$ cat src/rtl/input_conditioner.sv
// Synchronises and debounces the start/clear push-buttons into single-cycle pulses, and hands
// start requests to the sequencer with a one-deep queue and an acknowledge timeout.
module input_conditioner #(
  parameter int unsigned DEBOUNCE_CYCLES = 16,
  parameter int unsigned ACK_TIMEOUT     = 8
) (
  input  logic       clk,
  input  logic       reset,
  input  logic       start_btn,
  input  logic       clear_btn,
  input  logic       running,
  output logic       start,
  output logic       clear,
  output logic       pending,
  output logic       overrun,
  output logic       ack_timeout,
  output logic [7:0] press_count
);

  localparam int unsigned CntW = $clog2(DEBOUNCE_CYCLES);
  localparam int unsigned TmrW = $clog2(ACK_TIMEOUT + 1);
  localparam logic [CntW-1:0] CntMax = CntW'(DEBOUNCE_CYCLES - 1);
  localparam logic [TmrW-1:0] TmrMax = TmrW'(ACK_TIMEOUT);
  localparam int unsigned ChStart = 0;
  localparam int unsigned ChClear = 1;

  typedef enum logic [1:0] {StIdle, StWaitRun, StBusy} state_e;

  logic [1:0]           btn_raw;
  logic [1:0]           sync1_q, sync2_q;
  logic [1:0]           level_q, level_d, level_prev_q;
  logic [1:0][CntW-1:0] cnt_q, cnt_d;
  logic [1:0]           evt;
  logic                 start_evt, clear_evt, issue;

  state_e          state_q, state_d;
  logic [TmrW-1:0] timer_q, timer_d;
  logic            start_q, start_d;
  logic            clear_q, clear_d;
  logic            pending_q, pending_d;
  logic            overrun_q, overrun_d;
  logic            ack_q, ack_d;
  logic [7:0]      count_q, count_d;

  assign btn_raw = {clear_btn, start_btn};

  // A level change is accepted only after DEBOUNCE_CYCLES consecutive differing samples.
  always_comb begin
    level_d = level_q;
    cnt_d   = cnt_q;
    for (int i = 0; i < 2; i++) begin
      if (sync2_q[i] != level_q[i]) begin
        if (cnt_q[i] == CntMax) begin
          level_d[i] = sync2_q[i];
          cnt_d[i]   = '0;
        end else begin
          cnt_d[i] = cnt_q[i] + CntW'(1);
        end
      end else begin
        cnt_d[i] = '0;
      end
    end
  end

  assign evt       = level_q & ~level_prev_q;
  assign start_evt = evt[ChStart];
  assign clear_evt = evt[ChClear];

  // A queued request takes precedence over a fresh one; the fresh one then becomes queued.
  assign issue = (state_q == StIdle) && !running && (start_evt || pending_q);

  always_comb begin
    state_d   = state_q;
    timer_d   = timer_q;
    start_d   = 1'b0;
    clear_d   = clear_evt;
    pending_d = pending_q;
    overrun_d = overrun_q;
    ack_d     = ack_q;
    count_d   = count_q;

    if (clear_evt) begin
      state_d   = StIdle;
      timer_d   = '0;
      pending_d = 1'b0;
      overrun_d = 1'b0;
      ack_d     = 1'b0;
      count_d   = '0;
    end else begin
      if (start_evt && (count_q != 8'hFF)) begin
        count_d = count_q + 8'd1;
      end

      if (issue) begin
        pending_d = pending_q && start_evt;
      end else if (start_evt) begin
        if (pending_q) begin
          overrun_d = 1'b1;
        end else begin
          pending_d = 1'b1;
        end
      end

      case (state_q)
        StIdle: begin
          if (running) begin
            state_d = StBusy;
          end else if (issue) begin
            start_d = 1'b1;
            state_d = StWaitRun;
            timer_d = '0;
          end
        end
        StWaitRun: begin
          if (running) begin
            state_d = StBusy;
          end else if (timer_q == TmrMax) begin
            ack_d   = 1'b1;
            state_d = StIdle;
          end else begin
            timer_d = timer_q + TmrW'(1);
          end
        end
        StBusy: begin
          if (!running) begin
            state_d = StIdle;
          end
        end
        default: state_d = StIdle;
      endcase
    end
  end

  always_ff @(posedge clk or negedge reset) begin
    if (!reset) begin
      sync1_q      <= '0;
      sync2_q      <= '0;
      level_q      <= '0;
      level_prev_q <= '0;
      cnt_q        <= '0;
    end else begin
      sync1_q      <= btn_raw;
      sync2_q      <= sync1_q;
      level_q      <= level_d;
      level_prev_q <= level_q;
      cnt_q        <= cnt_d;
    end
  end

  always_ff @(posedge clk or negedge reset) begin
    if (!reset) begin
      state_q   <= StIdle;
      timer_q   <= '0;
      start_q   <= 1'b0;
      clear_q   <= 1'b0;
      pending_q <= 1'b0;
      overrun_q <= 1'b0;
      ack_q     <= 1'b0;
      count_q   <= '0;
    end else begin
      state_q   <= state_d;
      timer_q   <= timer_d;
      start_q   <= start_d;
      clear_q   <= clear_d;
      pending_q <= pending_d;
      overrun_q <= overrun_d;
      ack_q     <= ack_d;
      count_q   <= count_d;
    end
  end

  assign start       = start_q;
  assign clear       = clear_q;
  assign pending     = pending_q;
  assign overrun     = overrun_q;
  assign ack_timeout = ack_q;
  assign press_count = count_q;

endmodule

$ cat config.mk
export PLATFORM = sky130hd
export DESIGN_NAME = input_conditioner
export DESIGN_NICKNAME = d
export VERILOG_FILES = /design/src/rtl/input_conditioner.sv
export SDC_FILE = /design/constraint.sdc
export NUM_CORES = 1
export LEC_CHECK = 0
export CORE_MARGIN = 2
export CORE_UTILIZATION = 45
export DETAILED_ROUTE_END_ITERATION = 12
export DONT_BUFFER_PORTS = 1
export SETUP_SLACK_MARGIN = 0.02
export SKIP_LAST_GASP = 1
export SLEW_MARGIN = 20
export SYNTH_ARGS = -nofsm -noshare
export SYNTH_HDL_FRONTEND = slang
export SYNTH_SLANG_ARGS = --single-unit
$ cat constraint.sdc
create_clock -name clk -period 1.73 [get_ports clk]
set_input_delay 0.2595 -clock clk [delete_from_list [all_inputs] [get_ports clk]]
set_output_delay 0.2595 -clock clk [all_outputs]
set_load 0.01 [all_outputs]
* Word level (Yosys, flattened, before mapping)
Index checks and enable logic that the tools add are counted.
W data, S select, Z words.
** Word-level totals
- Flip-flop bits (word level) :: 35
- Input bits :: 5
** Operators by class
- $add $sub $neg :: 4
- Equality and inequality tests :: 17
- Muxes and demuxes :: 34
- Bitwise gates (word level) :: 2
- Reductions and logical operators :: 20
** Operators with widths (number)
- $mux W4 :: 9
- $mux W8 :: 2
- $mux W1 :: 15
- $ne A3 B3 Y1 const B :: 5
- $add A4 B1 Y4 const B :: 3
- $eq A4 B4 Y1 const B :: 3
- $mux W2 :: 6
- $reduce_bool A2 Y1 :: 5
- $reduce_and A3 Y1 :: 3
- $add A8 B1 Y8 const B :: 1
- $ne A4 B4 Y1 const B :: 2
- $ne A8 B8 Y1 const B :: 1
- $pmux W4 S2 :: 1
- $pmux W2 S3 :: 1
- $reduce_bool A3 Y1 :: 2
- $reduce_and A5 Y1 :: 1
- $logic_and A1 B1 Y1 :: 4
- $reduce_and A2 Y1 :: 2
- $and A2 B2 Y2 :: 1
- $eq A2 B1 Y1 const B :: 1
- $eq A2 B2 Y1 const B :: 1
- $logic_not A2 Y1 :: 1
- $ne A1 B1 Y1 :: 2
- $ne A2 B1 Y1 const B :: 1
- other kinds (4) :: 4

* Longest topological paths before layout
- Depth in word-level cells :: 8
- Gate-level depth with buffers :: 6
- Gate-level depth less buffers :: 6

* Least setup slack after synthesis
No wires, ideal clock.
- Kind :: register to register
- Start point :: reg count_q[0] (netlist: press_count[0])
- End point :: reg count_q[3] (netlist: press_count[3])
- Data arrival time :: 1.454 ns
- Required time :: 1.664 ns
- Setup slack :: 0.210 ns
- Cell stages (with the launch flop) :: 6
- Path buffers :: 0
- Clock period less this slack :: 1.520 ns
- Path through :: dfrtp_1 -> ha_1 -> nand4_1 -> o21ai_1 -> or4_1 -> nand2_1
** On the way
- Cells in the longest elaborated chain, start to end :: 3
** RTL lines
- from (decl) :: RTL line 43 : logic [7:0] count_q, count_d;
- from (signal assigned) :: RTL line 168 : count_q <= count_d;
- $add A8 B1 Y8 or $ne A8 B8 Y1 (tied branches) :: RTL line 91, 90
- $mux W8 or $logic_and A1 B1 Y1 (tied branches) :: RTL line 90 : if (start_evt && (count_q != 8'hFF)) begin
- $mux W8 or $reduce_bool A2 Y1 (tied branches)
Several ways; a longest one is shown, not always the timed one. The select of a mux whose other input is x is not followed.
A chain may end at the register's enable or synchronous reset.

* Worst setup path after layout
- Start point :: reg level_q[0]
- End point :: reg timer_q[1]
** On the way
- Cells in the longest elaborated chain, start to end :: 5
** RTL lines
- from (decl) :: RTL line 31 : logic [1:0] level_q, level_d, level_prev_q;
- from (signal assigned) :: RTL line 144 : level_q <= level_d;
- $and A2 B2 Y2 :: RTL line 65 : assign evt = level_q & ~level_prev_q;
- $logic_or A1 B1 Y1 :: RTL line 70 : assign issue = (state_q == StIdle) && !running && (start_evt || pending_q);
- $logic_and A1 B1 Y1 :: RTL line 70
- $ne A3 B3 Y1 (no source line)
- $reduce_and A5 Y1 (no source line)
- to (signal assigned) :: RTL line 162 : timer_q <= timer_d;
- to (decl) :: RTL line 37 : logic [TmrW-1:0] timer_q, timer_d;
Every way passes these cells.

==> flow_summary.ini <==
[worst_setup_path]
worst-endpoint-arrival_ns = 1.79
critical_path.reg2reg.startpoint = level_q[0]$_DFFE_PN0P_
critical_path.max_stage_delay_ns = 0.42
path_cells = and2b_1 > buf_4 > o21bai_1 > nand2_1 > o32ai_1
timing.critical_path.fanout_max = 7
worst-r2r-cell-count = 5
worst-setup-path-type = flop to flop
critical_path.endpoint_type = flop
crit-reg2reg-capture = timer_q[1]$_DFFE_PN0P_
required_time_at_the_worst_slack_endpoint_ns = 1.96
setup.reg_to_reg.worst_slack_ns = 0.17
crit_slowest_cell = sky130_fd_sc_hd__dfrtp_1
startpoint_type = flop

[floorplan]
fp.dieArea_mm2 = 0.00384
initial_core_util_pct = 46.0
rows = 21
io_pins = 18
core_area_mm2 = 0.00328
die_height_um = 61.9
die_w_um = 61.9

[clock_tree]
clock_latency_ns = 0.32
cts_max_path_buffers = 2
clock_sinks = 35
clk_root_buffer_cell = sky130_fd_sc_hd__clkbuf_4
cts_max_level = 2
ctsResizeCount = 0
cts_tree = yes
cts_inserted_buffers = 5
path_clk_slew_ns = 0.09

[sta]
post-route-min-period_ns = 1.56
slew_headroom_pct = 77.5
clock-skew-final_ns = 0.00375
setup_tns_ns = 0
max_slew.worst_pin.slew_ns = 0.334
slew_viol_final = 0
fmax_mhz = 640
post_route_worst_setup_slack_ns = 0.167
rsz_0062_raised_after_global_routing = false
post-route-period-util_pct = 90.3
report.final.setup_viol = 0
finalHoldViolations = 0

[route]
dr_total_vias = 1033
route.antenna.remaining_nets = 0
drt_iter0_markers = 28
drt-wirelength-per-cell_um = 13.5
finalWirelength_mm = 2.59
drc_errors = 0
vias_per_cell = 5.38
first_pass_iters = 4

[yosys]
yosys.cell_types.count = 38
synthesis.nets = 144
synth_top_cell_area_share_pct = 58.0
mappedNetlistArea_mm2 = 0.00151
post_synth_main_area_contributors = sky130_fd_sc_hd__dfrtp_1, sky130_fd_sc_hd__ha_1, sky130_fd_sc_hd__nand2_1, sky130_fd_sc_hd__nor2_1, sky130_fd_sc_hd__nand3_1
netlist_instances = 134
count_of_warnings_emitted_by_yosys = 0
synth.largest_area_cell = sky130_fd_sc_hd__dfrtp_1
syn_area_per_cell_um2 = 11.3
synth-seq-area-share_pct = 58.0
flip_flop_and_latch_count_after_synthesis = 35

[place]
numPlacedInstances = 182
post-dp-hpwl_mm = 1.79
preCtsSetupSlack_ns = 0.165
gp_routability_congestion = 0.696
quantity_of_i_o_buffers_inserted_on_ports = 0

[worst_hold_path]
hp-class = primary input to flop
hold_path_startpoint = running
capture_endpoint_of_the_worst_hold_path = state_q[1]$_DFFE_PN0P_
whs_path_depth = 1

[global_route]
grt_util_all_layers_pct = 15.4
antenna_found_initial = 0
grt_pass1_wl_mm = 4.20
grt_max_degree = 36
grt_overflow_total = 0
grt.met2_usage_pct = 24.2
via_count_of_the_first_global_routing_pass = 985
met3_usage_pct = 3.93
global_route.peak_usage_layer = met2
global_route.usage.met1_pct = 19.1

[pwr]
switchingPower_mw = 0.291
p_leak_nw = 0.808
clkPwrFrac_pct = 28.9
ir_worst_vdd_v = 0.000461
switching_share_of_total_power_pct = 22.2
combPwrFrac_pct = 5.6
power_report.internal_total_mw = 1.02
seq_power_share_pct = 65.6
powerDensity_mw_per_mm2 = 781

[finish]
register_area_um2 = 876
area_growth_syn_to_layout_pct = 11.0
finalNonFillerCells = 192
drive_above_1_share_pct = 10.3
fin_nets = 157
number_of_filler_cells_placed_in_the_layout = 315
multiInputGateArea_um2 = 599
antennaDiodeCount = 0

[status]
status = finished, final reports clean

[flow_run]
max_capacitance_violation_count = 0
metal layers:
metal | vias up | part of all wire, %
met3 | 4 | 3.1
met4 | 0 | 1.4
met2 | 12 | 48
met1 | 514 | 48
li1 | 503 | -
met5 | - | 0
synth_stat cells:
master                     number
sky130_fd_sc_hd__ha_1           5
sky130_fd_sc_hd__or3b_1         1
sky130_fd_sc_hd__or4_1          1
sky130_fd_sc_hd__and4_1         1
sky130_fd_sc_hd__a211oi_1       1
sky130_fd_sc_hd__nor3_1         1
sky130_fd_sc_hd__inv_1          4
sky130_fd_sc_hd__nor2_1        11
sky130_fd_sc_hd__nand4b_1       1
sky130_fd_sc_hd__o31ai_1        1
sky130_fd_sc_hd__a311oi_1       1
sky130_fd_sc_hd__buf_4          2
sky130_fd_sc_hd__a21o_1         1
sky130_fd_sc_hd__a31oi_1        6
sky130_fd_sc_hd__nand3_1        8
sky130_fd_sc_hd__and4_4         1
sky130_fd_sc_hd__or3_1          1
sky130_fd_sc_hd__xor2_1         3
sky130_fd_sc_hd__nor2b_1        2
sky130_fd_sc_hd__xnor2_1        4
sky130_fd_sc_hd__o211ai_2       1
sky130_fd_sc_hd__and3_1         2
sky130_fd_sc_hd__mux2i_1        1
sky130_fd_sc_hd__and2b_1        1
sky130_fd_sc_hd__buf_2          1
sky130_fd_sc_hd__nand2_1       11
sky130_fd_sc_hd__dfrtp_1       35
sky130_fd_sc_hd__nor3b_1        4
sky130_fd_sc_hd__o21ai_1        1
sky130_fd_sc_hd__o32ai_1        2
sky130_fd_sc_hd__nand2b_1       1
sky130_fd_sc_hd__o22ai_1        1
sky130_fd_sc_hd__a21oi_1        5
sky130_fd_sc_hd__nand4_1        2
sky130_fd_sc_hd__o21ai_0        5
sky130_fd_sc_hd__o211ai_1       2
sky130_fd_sc_hd__o21bai_1       1
sky130_fd_sc_hd__mux2_2         2
layout by cell type, fill, tap and decap left out, drive strengths merged, types with 5 or more instances in the layout:
master	n
clkbuf	6
dfrtp	35
nand2	11
nor2	11
o21ai	6
a21oi	5
ha	5
a31oi	6
buf	6
nand3	8
area by class of cell:
cell class	instances	area share, %
Inverter	4	0.896
Sequential cell	35	52.2
Timing Repair Buffer	9	5.22
Multi-Input combinational cell	92	35.7
Tap cell	46	3.43
Clock buffer	6	2.46
worst max-delay path by stage:
| stage | from | endpoint | slack, ns |
|---|---|---|---|
| floorplan | press_count[0]$_DFFE_PN0P_ | press_count[3]$_DFFE_PN0P_ | 0.21 |
| global placement | level_q[0]$_DFFE_PN0P_ | timer_q[1]$_DFFE_PN0P_ | 0.15 |
| detailed placement | level_q[0]$_DFFE_PN0P_ | timer_q[1]$_DFFE_PN0P_ | 0.16 |
| CTS | level_q[0]$_DFFE_PN0P_ | timer_q[1]$_DFFE_PN0P_ | 0.14 |
| global route | level_q[0]$_DFFE_PN0P_ | timer_q[1]$_DFFE_PN0P_ | 0.03 |
| finish | level_q[0]$_DFFE_PN0P_ | timer_q[1]$_DFFE_PN0P_ | 0.17 |
worst max-delay path, delay by kind of cell (launching register included):
kind                   cells  cell delay, ns
AND/OR/NAND/NOR            2            0.41
buffers and inverters      1            0.18
flip-flops                 1            0.42
AO/OA/AOI/OAI              2            0.46
timing repair:
item	4_1_cts	5_1_grt
setup buffers	0	0
hold buffers	4	0
hold endpoints to repair	37	0
power groups by stage:
stage / clock network, mW / logic (mW) / registers (mW)
final: 0.378 / 0.0727 / 0.858
after global routing: 0.431 / 0.0856 / 0.862
after CTS: 0.401 / 0.0752 / 0.858
after detailed placement: 0 / 0.0478 / 0.875
after global placement: 0 / 0.0461 / 0.873
after floorplan: 0 / 0.0390 / 0.871
through the flow:
step | cell area, um2 | utilization (%) | hold slack, ns | total power [mW]
after CTS | 1680 | 51.0 | 0.0663 | 1.33
after global placement | 1590 | 48.3 | -0.0354 | 0.919
final | 1680 | 51.0 | 0.0859 | 1.31
after floorplan | 1510 | - | -0.0361 | 0.910
after global routing | 1680 | 51.0 | 0.0700 | 1.38
after detailed placement | 1590 | 48.3 | -0.0354 | 0.922
cells by family (layout without fill, tap and decap cells):
group | after synthesis | in the layout | synth area share (%)
mux | 3 | 3 | 2.15
fa+ha+maj | 5 | 5 | 4.14
compound gates | 28 | 28 | 12.1
buf+inv | 7 | 19 | 2.32
simple gates | 49 | 49 | 17.2
xor+xnor | 7 | 7 | 4.06
flops | 35 | 35 | 58.0
sequential cells by signal, indices dropped and copies added, names as in the netlist, 2 cells and up:
| register | flops |
|---|---|
| cnt_q | 8 |
| press_count | 8 |
| timer_q | 4 |
| level_prev_q | 2 |
| level_q | 2 |
| state_q | 2 |
| sync1_q | 2 |
| sync2_q | 2 |
(Power assumes the default switching activity.)
==> RTL change (same flow settings) <==
Add an input register stage for `start_btn` and `clear_btn`; this delays them by one clock. The other inputs are not delayed to match.
--- a/src/rtl/input_conditioner.sv
+++ b/src/rtl/input_conditioner.sv
@@ -28,2 +28,10 @@
 
+  logic start_btn_q;
+  logic clear_btn_q;
+
+  always_ff @(posedge clk) begin
+    start_btn_q <= start_btn;
+    clear_btn_q <= clear_btn;
+  end
+
   logic [1:0]           btn_raw;
@@ -44,3 +52,3 @@
 
-  assign btn_raw = {clear_btn, start_btn};
+  assign btn_raw = {clear_btn_q, start_btn_q};
 
Formal check against the unedited RTL: same outputs for any inputs over 10 cycles, from zero or initial values and one cycle with reset low; that may be too few to reach the edited logic, so the function may still have changed.
==> RTL change against the unedited design <==
  * Die area increased by 3.6%
  * Routed wire length increased by 6.6%
  * Total power increased by 22%
  * Sequential cell count increased by 2
  * Area after synthesis increased by 3.9%
  * Synthesized cell count increased by 3.0%
  * Cell area increased by 5.3%
  * Global-route usage increased by 0.27 points
  * Setup slack improved by 0.044 ns
  * Non-clock buffer count decreased by 2
  * Clock power increased by 66%
  * Sequential power increased by 5.2%
  * Largest power group unchanged
==> RTL change: results (changes against the unedited design) <==
| Metric | Value |
|---|---|
| P_leak | `0.815 nW (+0.86%)` |
| Sequential share of the synthesized area | `58.4% (+0.38 points)` |
| Worst hold stages | `1 (unchanged)` |
| Met3 global-route usage | `5.18% (+1.2 points)` |
| Total GRT Usage | `15.6% (+0.27 points)` |
| Ant diodes | `0 (unchanged)` |
| Async SR Flop Fraction | `94.6% (-5.4 points)` |
| H-tree depth | `2 (unchanged)` |
| Critical-path maximum fanout | `6 (-1)` |
| Yosys warning count | `0 (unchanged)` |
| P_int | `0.00126 W (+24%)` |
| CTS Buffer Depth | `2 (unchanged)` |
| Worst Clk Skew | `0.00495 ns (+0.00120 ns)` |
| First-pass GRT wire length | `4810 µm (+14%)` |
| Hpwl dp | `1910 µm (+6.7%)` |
| Clock root cell | `clkbuf_4` |
| Largest cells by area after synthesis | `dfrtp_1, ha_1, a31oi_1` |
| CTS buffer count | `5 (unchanged)` |
| Min-Delay Endpoint | `state_q[1]` |
| Mapped Nets | `148 (+2.8%)` |
| Met2 Use GR | `26.1% (+1.9 points)` |
| Clock-pin transition on the worst setup and hold timing paths | `0.11 ns (+0.02 ns)` |
| Worst r2r src | `press_count[0]` |
| Vias | `1065 (+3.1%)` |
| GR Layer Usage met1 | `18.5% (-0.63 points)` |
| Worst IR Drop VDD | `0.447 mV (-3.1%)` |
| Slew HR | `68.2% (-9.3 points)` |
| First-pass DRT Iterations | `4 (unchanged)` |
| Detailed-route wire length | `2760 µm (+6.6%)` |
| Cell depth of the worst flop-to-flop path | `5 (unchanged)` |
| Worst skew pair latency | `0.34 ns (+0.02 ns)` |
| Final GP Congestion | `0.765 (+9.9%)` |
| Fin nets | `159 (+1.3%)` |
| Ys flop type | `dfrtp_1` |
| Register-to-register setup slack | `0.21 ns (+0.04 ns)` |
| Synth cell types | `38 (unchanged)` |
| Capturing point of the worst reg2reg path | `press_count[0]` |
| Synth top cells by count | `dfrtp_1, nor2_1, nand2_1, a21oi_1, inv_1` |
| Share of layout cells above drive strength 1 | `12.0% (+1.7 points)` |
| Largest net degree at the start of global routing | `36 (unchanged)` |
| DR iter-0 viols | `45 (+61%)` |
| Min-delay src | `running` |
| Status | `finished, final reports clean` |
[RTL change: how the worst max path moves through the flow]
stage	start	end	slack (ns)	cells past startpoint
floorplan	state_q[1]	timer_q[0]	0.36	4
CTS	press_count[0]	press_count[0]	0.21	5
global placement	state_q[1]	timer_q[0]	0.29	4
global route	press_count[0]	press_count[0]	0.04	5
finish	press_count[0]	press_count[0]	0.21	5
detailed placement	press_count[0]	press_count[0]	0.23	5
[RTL change: kinds of logic (layout without fill, tap and decap cells)]
group	count (synthesis)	in the layout	share of synthesized area, %
flops	37	37	58.4
compound gates	27	27	10.9
mux	2	2	1.44
fa+ha+maj	5	5	3.99
xor+xnor	7	7	3.91
simple gates	49	49	18.0
buf+inv	11	23	3.35
[RTL change: area by class of cell]
type / instances / area, µm²
fill: 316 / 1570
sequential: 37 / 916
multi-input combinational: 90 / 601
timing repair buffer: 7 / 72.6
tap: 46 / 57.6
clock buffer: 6 / 51.3
clock inverter: 2 / 37.5
inverter: 8 / 30.0
[RTL change: critical path: stages (launching register included)]
cell and delay, ns:
dfrtp_1 0.47, ha_1 0.30, nand4_1 0.10, o21ai_0 0.31, xor2_1 0.17, nor2_1 0.05
[RTL change: power by group through the flow]
stage / Sequential (W) / Combinational [W] / Clock [W]
6_report: 0.000903 / 0.0000627 / 0.000629
5_1_grt: 0.000906 / 0.0000747 / 0.000689
4_1_cts: 0.000904 / 0.0000645 / 0.000651
3_5_place_dp: 0.000921 / 0.0000371 / 0
3_3_place_gp: 0.000919 / 0.0000351 / 0
2_1_floorplan: 0.000917 / 0.0000319 / 0
[RTL change: layer usage]
| metal | share of wire [%] | up-vias | wire length (µm) |
|---|---|---|---|
| li1 | - | 507 | - |
| met1 | 43 | 525 | 1200 |
| met2 | 50 | 28 | 1380 |
| met3 | 4.9 | 5 | 136 |
| met4 | 1.5 | 0 | 42 |
| met5 | 0 | - | 0 |
[RTL change: metrics by stage]
step | instance area (µm²) | hold slack [ns] | setup WS, ns | instances
after floorplan | 1570 | -0.0361 | 0.361 | 138
after CTS | 1770 | 0.0556 | 0.212 | 196
after global routing | 1770 | 0.0513 | 0.0369 | 196
after global placement | 1630 | -0.0353 | 0.292 | 184
after detailed placement | 1630 | -0.0352 | 0.231 | 184
final | 1770 | 0.0707 | 0.212 | 196
[RTL change: what timing repair did]
action | in CTS | in global routing
setup buffers | 0 | 0
gates resized for setup | 0 | 0
hold endpoints to repair | 37 | 0
hold buffers | 4 | 0
